$ cat src/rtl/eth_pkg.sv
// Shared Ethernet constants: RMII dibit codes, CRC-32 parameters, receive FSM
// state encodings and default frame length limits.
package eth_pkg;

    localparam logic [1:0] DIBIT_PRE      = 2'b01;
    localparam logic [1:0] DIBIT_SFD_LAST = 2'b11;

    localparam logic [31:0] CRC_POLY      = 32'h04C1_1DB7;
    localparam logic [31:0] CRC_POLY_REFL = 32'hEDB8_8320;
    localparam logic [31:0] CRC_RESIDUE   = 32'hC704_DD7B;
    localparam logic [31:0] CRC_INIT      = 32'hFFFF_FFFF;

    localparam int ETH_MIN_FRAME_LEN = 64;
    localparam int ETH_MAX_FRAME_LEN = 1522;

    typedef logic [2:0] rx_state_t;
    localparam rx_state_t RX_IDLE     = 3'd0;
    localparam rx_state_t RX_PREAMBLE = 3'd1;
    localparam rx_state_t RX_DATA     = 3'd2;
    localparam rx_state_t RX_DONE     = 3'd3;
    localparam rx_state_t RX_DROP     = 3'd4;

    // One byte through the reflected CRC-32, data bits consumed LSB first.
    function automatic logic [31:0] crc32_byte(input logic [31:0] crc_in,
                                               input logic [7:0]  byte_in);
        logic [31:0] c;
        c = crc_in;
        for (int i = 0; i < 8; i++) begin
            if (c[0] ^ byte_in[i])
                c = (c >> 1) ^ CRC_POLY_REFL;
            else
                c = c >> 1;
        end
        return c;
    endfunction

endpackage

$ cat src/rtl/eth_crc32.sv
// Byte-wide reflected CRC-32 register with synchronous init and enable; shared
// by the receive and transmit paths.
module eth_crc32
    import eth_pkg::*;
(
    input  logic        clk,
    input  logic        rst_n,
    input  logic        init,
    input  logic        en,
    input  logic [7:0]  data_in,
    output logic [31:0] crc
);

    logic [31:0] crc_next;

    assign crc_next = crc32_byte(crc, data_in);

    always_ff @(posedge clk or negedge rst_n) begin
        if (!rst_n)
            crc <= CRC_INIT;
        else if (init)
            crc <= CRC_INIT;
        else if (en)
            crc <= crc_next;
    end

endmodule

$ cat src/rtl/rmii_rx_deframer.sv
// RMII receive deframer: strips preamble/SFD, packs dibits LSB first into
// bytes, and reports length, FCS and error status once per frame.
module rmii_rx_deframer
    import eth_pkg::*;
#(
    parameter int MAX_FRAME_LEN       = ETH_MAX_FRAME_LEN,
    parameter int MIN_FRAME_LEN       = ETH_MIN_FRAME_LEN,
    parameter int PREAMBLE_MIN_DIBITS = 4
) (
    input  logic        clk_50_mhz,
    input  logic        rst_n,
    input  logic        crs_dv,
    input  logic [1:0]  rx_d,
    input  logic        rx_er,
    output logic [7:0]  data,
    output logic        data_valid,
    output logic        sof,
    output logic        frame_done,
    output logic [15:0] frame_len,
    output logic        fcs_ok,
    output logic        err_align,
    output logic        err_rx,
    output logic        err_len
);

    function automatic logic [15:0] sat_inc16(input logic [15:0] v);
        return (v == 16'hFFFF) ? v : v + 16'd1;
    endfunction

    function automatic logic [3:0] sat_inc4(input logic [3:0] v);
        return (v == 4'hF) ? v : v + 4'd1;
    endfunction

    logic        crs_p0, crs_p1;
    logic [1:0]  rxd_p0, rxd_p1;
    logic        rxer_p0, rxer_p1;

    rx_state_t   state;
    logic [3:0]  pre_cnt;
    logic [1:0]  idx;
    logic [5:0]  byte_q;
    logic [15:0] byte_cnt;
    logic        err_rx_q;
    logic        carrier_end;
    logic        byte_done;
    logic [7:0]  byte_full;
    logic [31:0] crc;
    logic [31:0] crc_rev;

    // p0: pin register; p1: one dibit of lookahead for the carrier filter
    always_ff @(posedge clk_50_mhz or negedge rst_n) begin
        if (!rst_n) begin
            crs_p0  <= 1'b0;
            rxd_p0  <= 2'b00;
            rxer_p0 <= 1'b0;
            crs_p1  <= 1'b0;
            rxd_p1  <= 2'b00;
            rxer_p1 <= 1'b0;
        end else begin
            crs_p0  <= crs_dv;
            rxd_p0  <= rx_d;
            rxer_p0 <= rx_er;
            crs_p1  <= crs_p0;
            rxd_p1  <= rxd_p0;
            rxer_p1 <= rxer_p0;
        end
    end

    // A lone low cycle is an RMII toggle; two in a row end the carrier.
    assign carrier_end = !crs_p1 && !crs_p0;
    assign byte_done   = (state == RX_DATA) && !carrier_end && (idx == 2'd3);
    assign byte_full   = {rxd_p1, byte_q};

    eth_crc32 u_crc (
        .clk     (clk_50_mhz),
        .rst_n   (rst_n),
        .init    (state == RX_IDLE),
        .en      (byte_done),
        .data_in (byte_full),
        .crc     (crc)
    );

    // The residue constant is MSB-first; the reflected register holds it bit-reversed.
    always_comb begin
        crc_rev = '0;
        for (int i = 0; i < 32; i++)
            crc_rev[i] = crc[31-i];
    end

    // FSM stage: consumes the p1 dibit
    always_ff @(posedge clk_50_mhz or negedge rst_n) begin
        if (!rst_n) begin
            state      <= RX_IDLE;
            pre_cnt    <= 4'd0;
            idx        <= 2'd0;
            byte_q     <= 6'd0;
            byte_cnt   <= 16'd0;
            err_rx_q   <= 1'b0;
            data       <= 8'd0;
            data_valid <= 1'b0;
            sof        <= 1'b0;
            frame_done <= 1'b0;
            frame_len  <= 16'd0;
            fcs_ok     <= 1'b0;
            err_align  <= 1'b0;
            err_rx     <= 1'b0;
            err_len    <= 1'b0;
        end else begin
            data_valid <= 1'b0;
            sof        <= 1'b0;
            frame_done <= 1'b0;
            case (state)
                RX_IDLE: begin
                    pre_cnt  <= 4'd0;
                    idx      <= 2'd0;
                    byte_q   <= 6'd0;
                    byte_cnt <= 16'd0;
                    err_rx_q <= 1'b0;
                    if (rxer_p1)
                        state <= RX_DROP;
                    else if (crs_p1 && rxd_p1 == DIBIT_PRE) begin
                        state   <= RX_PREAMBLE;
                        pre_cnt <= 4'd1;
                    end
                end
                RX_PREAMBLE: begin
                    if (carrier_end)
                        state <= RX_IDLE;
                    else if (rxer_p1)
                        state <= RX_DROP;
                    else begin
                        case (rxd_p1)
                            DIBIT_PRE: pre_cnt <= sat_inc4(pre_cnt);
                            2'b00:     pre_cnt <= pre_cnt;
                            DIBIT_SFD_LAST: begin
                                if (int'(pre_cnt) >= PREAMBLE_MIN_DIBITS) begin
                                    state <= RX_DATA;
                                    idx   <= 2'd0;
                                end else
                                    state <= RX_DROP;
                            end
                            default:   state <= RX_DROP;
                        endcase
                    end
                end
                RX_DATA: begin
                    if (carrier_end)
                        state <= RX_DONE;
                    else begin
                        if (rxer_p1)
                            err_rx_q <= 1'b1;
                        if (idx != 2'd3)
                            byte_q[{idx, 1'b0} +: 2] <= rxd_p1;
                        idx <= idx + 2'd1;
                        if (idx == 2'd3) begin
                            byte_cnt <= sat_inc16(byte_cnt);
                            if (int'(byte_cnt) < MAX_FRAME_LEN) begin
                                data       <= byte_full;
                                data_valid <= 1'b1;
                                sof        <= (byte_cnt == 16'd0);
                            end
                        end
                    end
                end
                RX_DONE: begin
                    frame_done <= 1'b1;
                    frame_len  <= byte_cnt;
                    fcs_ok     <= (crc_rev == CRC_RESIDUE);
                    err_align  <= (idx != 2'd0);
                    err_rx     <= err_rx_q;
                    err_len    <= (int'(byte_cnt) < MIN_FRAME_LEN) ||
                                  (int'(byte_cnt) > MAX_FRAME_LEN);
                    state      <= RX_IDLE;
                end
                RX_DROP: begin
                    if (carrier_end)
                        state <= RX_IDLE;
                end
                default: state <= RX_IDLE;
            endcase
        end
    end

endmodule

$ cat config.mk
export PLATFORM = sky130hd
export DESIGN_NAME = rmii_rx_deframer
export DESIGN_NICKNAME = d
export VERILOG_FILES = /design/src/rtl/eth_pkg.sv /design/src/rtl/eth_crc32.sv /design/src/rtl/rmii_rx_deframer.sv
export SDC_FILE = /design/constraint.sdc
export NUM_CORES = 1
export LEC_CHECK = 0
export BUFFER_PORTS_ARGS = -buffer_cell sky130_fd_sc_hd__buf_2
export CORE_ASPECT_RATIO = 0.7
export CORE_MARGIN = 2
export CORE_UTILIZATION = 45
export DETAILED_ROUTE_END_ITERATION = 8
export PLACE_DENSITY = 0.66
export SLEW_MARGIN = 20
export SYNTH_ARGS = -nofsm -noshare
export SYNTH_HDL_FRONTEND = slang
export SYNTH_SLANG_ARGS = --single-unit
$ cat constraint.sdc
create_clock -name clk_50_mhz -period 6.5 [get_ports clk_50_mhz]
set_clock_uncertainty 0.2 [all_clocks]
set_input_delay 0.325 -clock clk_50_mhz [delete_from_list [all_inputs] [get_ports clk_50_mhz]]
set_output_delay 0.325 -clock clk_50_mhz [all_outputs]
set_load 0.01 [all_outputs]
==> parameters.txt, run 1 <==
Parameter                              Value

Run status
  Status ... finished, final reports clean

Floorplan
  # IOs ... 37
  Die area ... 13100 µm²
  Initial core utilization ... 0.465
  Count of standard-cell rows ... 33
  Horizontal die dimension ... 136 µm
  Y dimension of the die ... 96.4 µm
  Placeable core region ... 11800 µm²

Place
  Final Wtd Congestion ... 0.912
  Hpwl dp ... 8380 µm
  Placed Cells incl. Taps ... 678
  Number of input and output port buffers inserted ... 36

Finish
  Final #Nets ... 551
  Ant. Diodes ... 0
  Post-layout instance count excluding filler cells ... 700
  Ratio of cells with drive above 1 in the final layout ... 0.263
  Register cell area after layout ... 2620 µm²
  Combined area of the multi-input logic cells ... 2730 µm²
  Syn-to-layout area delta ... 11.9%
  Fillers ... 1079

Logic synthesis
  Number of nets in the synthesized netlist ... 517
  Ys Warns ... 0
  Synth Cell Area ... 5490 µm²
  Prevailing post-synth register cell ... dfrtp_1
  Share of synthesized area occupied by flip-flops and latches ... 0.477
  Post-synthesis register bit count ... 103
  Syn Area/Cell ... 10.9 µm²
  Number of enable-type register cells in the synthesized netlist ... 0
  Synthesized netlist cell count ... 504
  Asr flop ratio synth ... 1.00
  Library cells used by synthesis ... 61

CTS
  Inserted Clock Buffers ... 9
  Clock input transition at the sequential cells of the worst setup and hold paths ... 70 ps
  CTS tree ... done
  Post-CTS setup buffer count ... 0
  Maximum level of the CTS H-tree ... 3
  Clk_lat worst skew ... 360 ps
  Sink Count ... 103
  CTS Root Cell ... clkbuf_16
  Post-cts repair resize count ... 0
  Clock Tree Buf Depth ... 2

STA
  Setup Viol. Count Final ... 0
  Transition time at the pin with the least slew margin ... 938 ps
  Final Hold Viols ... 0
  Unrepaired setup endpoints after global routing ... no
  Number of max-slew violations in the final report ... 0
  Peak clock frequency supported by timing ... 306 MHz
  Final worst path period need ... 3270 ps
  Max-slew headroom at the worst pin ... 0.371
  Post-route clock period utilization ... 0.503
  Setup_tns ... 0 ps

Detailed routing
  Vias ... 3881
  Remaining design rule violation count ... 0
  Detailed-route wire length per cell ... 17.2 µm
  DR pass1 iterations ... 5
  Post-Route WL ... 12000 µm
  Starting DRC count in detailed routing ... 322
  DR vias/cell ... 5.54
  Number of nets with antenna violations after routing ... 0

Worst setup path
  Endpoint required time on the critical path ... 6540 ps
  Startpoint type of the worst setup path ... register
  Arrival time of data at the critical path endpoint ... 3310 ps
  Kind of end point of the critical path ... register
  Critical setup path kind ... reg -> reg
  Crit-path max FO ... 28

GRT
  Number of global-route vias before repair ... 3661
  Largest net degree at the start of global routing ... 71
  Antenna violations before repair ... 0
  Global Route Usage Sum ... 0.198
  GR Overflow Total ... 0
  Global-route wire length before repair ... 19800 µm

Power
  Leakage power ... 2.65 nW
  Power per unit of standard cell area ... 287 nW/µm²
  Max IR drop VDD ... 0.204 mV

Flow run
  Max Cap Viol ... 0

Worst hold path
  Classification of the worst-slack hold path ... reg -> reg
-- flip-flops by register name, indices dropped and copies added, names as in the netlist, 2 cells and up --
name,cells
pre_cnt,4
byte_cnt,16
rxd_p1,2
byte_q,6
data,8
idx,2
rxd_p0,2
state,3
frame_len,16
u_crc.crc,32
-- final timing paths --
kind	slack [ps]	start	end	cells after the start
min in group asynchronous	270	rst_n	err_len	2
hold / removal	150	rxd_p0[0]	rxd_p1[0]	0
max in group asynchronous	4600	rst_n	state[0]	3
hold reg to reg	150	rxd_p0[0]	rxd_p1[0]	0
setup reg to reg	3230	state[0]	data[0]	5
setup / recovery	3230	state[0]	data[0]	5
-- cell usage in the layout (no fill, tap or decap), types with 3 or more instances in the layout --
cell            n
a211oi_1        3
a21bo_2         6
a21oi_1        35
and3_1          6
buf_2          35
buf_4           4
clkbuf_16       9
dfrtp_1        71
dfstp_2        32
dlygate4sd3_1   5
ha_1            7
inv_1           8
mux2_2         23
nand2_1        43
nand3_1        13
nand4_1        15
nor2_1         41
nor2b_1         5
nor3_1         17
nor4_1          4
o211ai_1        5
o21a_1          3
o21ai_0        21
o31ai_1         3
or2_2           4
or3_1           3
or4_1           4
xnor2_1        31
xnor2_2         6
xnor2_4         5
xnor3_1         4
xor2_1         26
xor2_2          3
-- report_power, final --
part / leakage [nW] / switching (W) / internal [W]
Sequential: 1.30 / 0.0000587 / 0.000690
Combinational: 1.20 / 0.000294 / 0.000164
Clock: 0.143 / 0.000245 / 0.000311
Total: 2.65 / 0.000597 / 0.00116
-- cell usage after synthesis (all sizes together) (13+ instances only) --
master  number  area [µm²]
a21oi       37         200
clkbuf      15        56.3
dfrtp       71        1780
dfstp       32         841
mux2        23         259
nand2       44         168
nand3       13        65.1
nand4       15        93.8
nor2        41         154
nor3        17        85.1
o21ai       22         110
xnor2       42         507
xor2        29         277
-- final cells by class --
class,count,area share
multi-input cells,371,0.444
flip-flops and latches,103,0.426
repair buffers,45,0.0434
clock buffers,12,0.0402
well taps,157,0.0320
clock inverters,4,0.00897
inverters,8,0.00489
-- worst max-delay path, stage by stage, from the launching register on --
cell      delay (ps)
dfrtp_1          590
or2_2            440
a21oi_4          640
nand2_2          310
a211oi_4         570
mux2_2           410
-- layer usage --
metal	track usage	wire length [µm]	up-vias
li1	-	-	1837
met1	0.305	6150	1927
met2	0.285	5140	110
met3	0.0496	683	7
met4	0.0347	79	0
met5	0	0	-
-- metrics by stage --
| step | util | hold WS [ps] | area, µm² | total power [W] | setup slack (ps) |
|---|---|---|---|---|---|
| 4_1_cts | 0.519 | 158 | 6130 | 0.00176 | 3260 |
| 5_1_grt | 0.520 | 170 | 6140 | 0.00185 | 3040 |
| 6_report | 0.520 | 153 | 6140 | 0.00176 | 3230 |
| 2_1_floorplan | - | -171 | 5490 | 0.00110 | 4320 |
| 3_5_place_dp | 0.489 | 122 | 5780 | 0.00121 | 3260 |
| 3_3_place_gp | 0.489 | 106 | 5780 | 0.00119 | 3360 |
-- cell families (layout without fill, tap and decap cells) --
logic type | Yosys count | after routing | synth area share
buffers and inverters | 30 | 69 | 0.0260
muxes | 25 | 25 | 0.0509
DFF | 103 | 103 | 0.477
xor gates and xnor gates | 76 | 76 | 0.164
and+or+nand+nor | 170 | 170 | 0.156
adders and majority gates | 7 | 7 | 0.0160
AOI/OAI and AO/OA | 93 | 93 | 0.111
-- repair_timing --
item	4_1_cts	5_1_grt
endpoints found under the hold margin	37	0
hold buffers	5	0
endpoints found under the setup margin	0	0
Note: power is estimated with default switching activity, not from simulation.
==> run 2, diff against run 1 <==
--- a/config.mk
+++ b/config.mk
@@ -10,7 +10,7 @@
 export CORE_MARGIN = 2
 export CORE_UTILIZATION = 45
 export DETAILED_ROUTE_END_ITERATION = 8
-export PLACE_DENSITY = 0.66
+export PLACE_DENSITY = 0.69
 export SLEW_MARGIN = 20
 export SYNTH_ARGS = -nofsm -noshare
 export SYNTH_HDL_FRONTEND = slang
==> constraint.sdc (replaced) <==
create_clock -name clk_50_mhz -period 2.9 [get_ports clk_50_mhz]
set_clock_uncertainty 0.2 [all_clocks]
set_input_delay 0.145 -clock clk_50_mhz [delete_from_list [all_inputs] [get_ports clk_50_mhz]]
set_output_delay 0.145 -clock clk_50_mhz [all_outputs]
set_load 0.01 [all_outputs]
==> parameters.txt, run 2 (synthesized netlist as in run 1, its figures left out) <==
Parameter                              Value

Worst setup path
  Critical R2R Capture ... data[2]
  Startpoint type of the worst setup path ... register
  Endpoint required time on the critical path ... 2920 ps (-3620 ps)
  Cells on worst reg2reg path ... 5 (unchanged)
  Kind of end point of the critical path ... register
  R2r setup slk ... 370 ps (-2860 ps)
  Critical R2R Launch ... state[2]
  Critical setup path kind ... reg -> reg
  Arrival time of data at the critical path endpoint ... 2550 ps (-760 ps)
  Crit-path max FO ... 17 (-39%)

STA
  Unrepaired setup endpoints after global routing ... no
  Peak clock frequency supported by timing ... 396 MHz (+29%)
  Max-slew headroom at the worst pin ... 0.540 (+0.169)
  Final worst path period need ... 2530 ps (-744 ps)
  Number of max-slew violations in the final report ... 0 (unchanged)
  Final Hold Viols ... 0 (unchanged)
  Setup_tns ... 0 ps (unchanged)
  Transition time at the pin with the least slew margin ... 690 ps (-247 ps)
  Setup Viol. Count Final ... 0 (unchanged)
  Post-route clock period utilization ... 0.872 (+0.368)

Detailed routing
  Remaining design rule violation count ... 0 (unchanged)
  Number of nets with antenna violations after routing ... 0 (unchanged)
  Starting DRC count in detailed routing ... 317 (-1.6%)
  DR vias/cell ... 5.45 (-1.7%)
  Post-Route WL ... 11900 µm (-1.0%)
  Detailed-route wire length per cell ... 16.8 µm (-2.1%)
  Vias ... 3859 (-0.57%)
  DR pass1 iterations ... 5 (unchanged)

Finish
  Ratio of cells with drive above 1 in the final layout ... 0.274 (+0.0107)
  Final #Nets ... 559 (+1.5%)
  Flip-flop count of the largest register, all copies and words added ... 32 (unchanged)
  Register with the highest flop count ... u_crc.crc
  Commonest non-fill, non-tap cells in the layout ... dfrtp_1, nand2_1, nor2_1
  Most frequent standard cell in the layout excluding fill and tap cells ... dfrtp_1
  Post-layout instance count excluding filler cells ... 708 (+1.1%)
  Leading registers by flop count ... u_crc.crc (32), byte_cnt (16), frame_len (16)
  Syn-to-layout area delta ... 13.1%
  Ant. Diodes ... 0 (unchanged)

Floorplan
  Die area ... 13100 µm² (unchanged)
  Y dimension of the die ... 96.4 µm (unchanged)
  Initial core utilization ... 0.465 (unchanged)
  # IOs ... 37 (unchanged)
  Placeable core region ... 11800 µm² (unchanged)
  Count of standard-cell rows ... 33 (unchanged)
  Horizontal die dimension ... 136 µm (unchanged)

CTS
  Clock Tree Buf Depth ... 2 (unchanged)
  Clock input transition at the sequential cells of the worst setup and hold paths ... 70 ps (about the same)
  Sink Count ... 103 (unchanged)
  CTS Root Cell ... clkbuf_16
  Clk_lat worst skew ... 340 ps (-20 ps)
  Post-cts repair resize count ... 0 (unchanged)
  Inserted Clock Buffers ... 9 (unchanged)
  Post-CTS setup buffer count ... 0 (unchanged)
  CTS tree ... done
  Maximum level of the CTS H-tree ... 3 (unchanged)

Worst hold path
  Classification of the worst-slack hold path ... reg -> reg
  Worst Hold Path Cells ... 0 (unchanged)
  Endpoint of the worst hold path ... rxer_p1
  Hold wc startpoint ... rxer_p0

Power
  Power per unit of standard cell area ... 639 nW/µm² (+120%)
  Leakage power ... 2.70 nW (+1.9%)
  Max IR drop VDD ... 0.436 mV (+110%)

Place
  Placed Cells incl. Taps ... 687 (+1.3%)
  Final Wtd Congestion ... 0.922 (+1.0%)
  Number of input and output port buffers inserted ... 36 (unchanged)
  Hpwl dp ... 8460 µm (+0.90%)

GRT
  GR Overflow Total ... 0 (unchanged)
  Number of global-route vias before repair ... 3725 (+1.7%)
  Largest net degree at the start of global routing ... 54 (-24%)
  Global-route wire length before repair ... 19600 µm (-1.1%)
  Antenna violations before repair ... 0 (unchanged)
  Global Route Usage Sum ... 0.195 (-0.00330)

Flow run
  Max Cap Viol ... 0 (unchanged)

Run status
  Status ... finished, final reports clean
==> run 2: changes by cell type in the layout (fill, tap and decap cells not counted), sizes merged <==
cell and delta:
clkinvlp -1, clkinv +1, buf +8
==> run 2: what timing repair did <==
action / in CTS / in global routing
hold buffers: 5 / 0
hold endpoints to repair: 56 / 0
endpoints found under the setup margin: 0 / 0
==> run 2: metrics by stage <==
step,setup slack (ps),hold slack (ps),total power [W],cell area [µm²],util
after floorplan,717,-351,0.00247,5490,-
after global placement,506,26.2,0.00274,5860,0.496
after detailed placement,415,35.5,0.00276,5860,0.496
after CTS,386,151,0.00400,6210,0.526
after global routing,244,159,0.00418,6210,0.526
final,372,150,0.00397,6210,0.526
==> run 2: worst max path at each step <==
stage / startpoint / to / cells after the start / slack (ps)
floorplan: idx[0] / data[0] / 6 / 720
detailed placement: state[2] / data[2] / 5 / 410
global placement: state[2] / data[7] / 5 / 510
global route: state[2] / byte_cnt[3] / 6 / 240
CTS: state[2] / data[2] / 5 / 390
finish: state[2] / data[2] / 5 / 370
==> run 2: worst max-delay path, cell delays in order, from the launching register on <==
cell and delay (ps):
dfrtp_1 550, or2_2 400, a21oi_4 150, nand2_2 170, a211oi_4 530, mux2_2 400
==> run 2: layout make-up <==
type	count	area, µm²
Fill cell	1047	5600
Multi-Input combinational cell	371	2730
Sequential cell	103	2620
Timing Repair Buffer	53	335
Clock buffer	12	256
Tap cell	157	196
Clock inverter	4	43.8
Inverter	8	30.0
==> run 2: report_power, final <==
part / internal (W) / switching (W) / total, W
Combinational: 0.000429 / 0.000677 / 0.00111
Sequential: 0.00155 / 0.000106 / 0.00165
Clock: 0.000711 / 0.000499 / 0.00121
Total: 0.00269 / 0.00128 / 0.00397
==> run 2: layer usage <==
layer	track usage	share of wire	up-vias
met5	0	0	-
met4	0.0460	0.011	0
met3	0.0496	0.057	13
met2	0.281	0.43	124
met1	0.294	0.50	1870
li1	-	-	1852
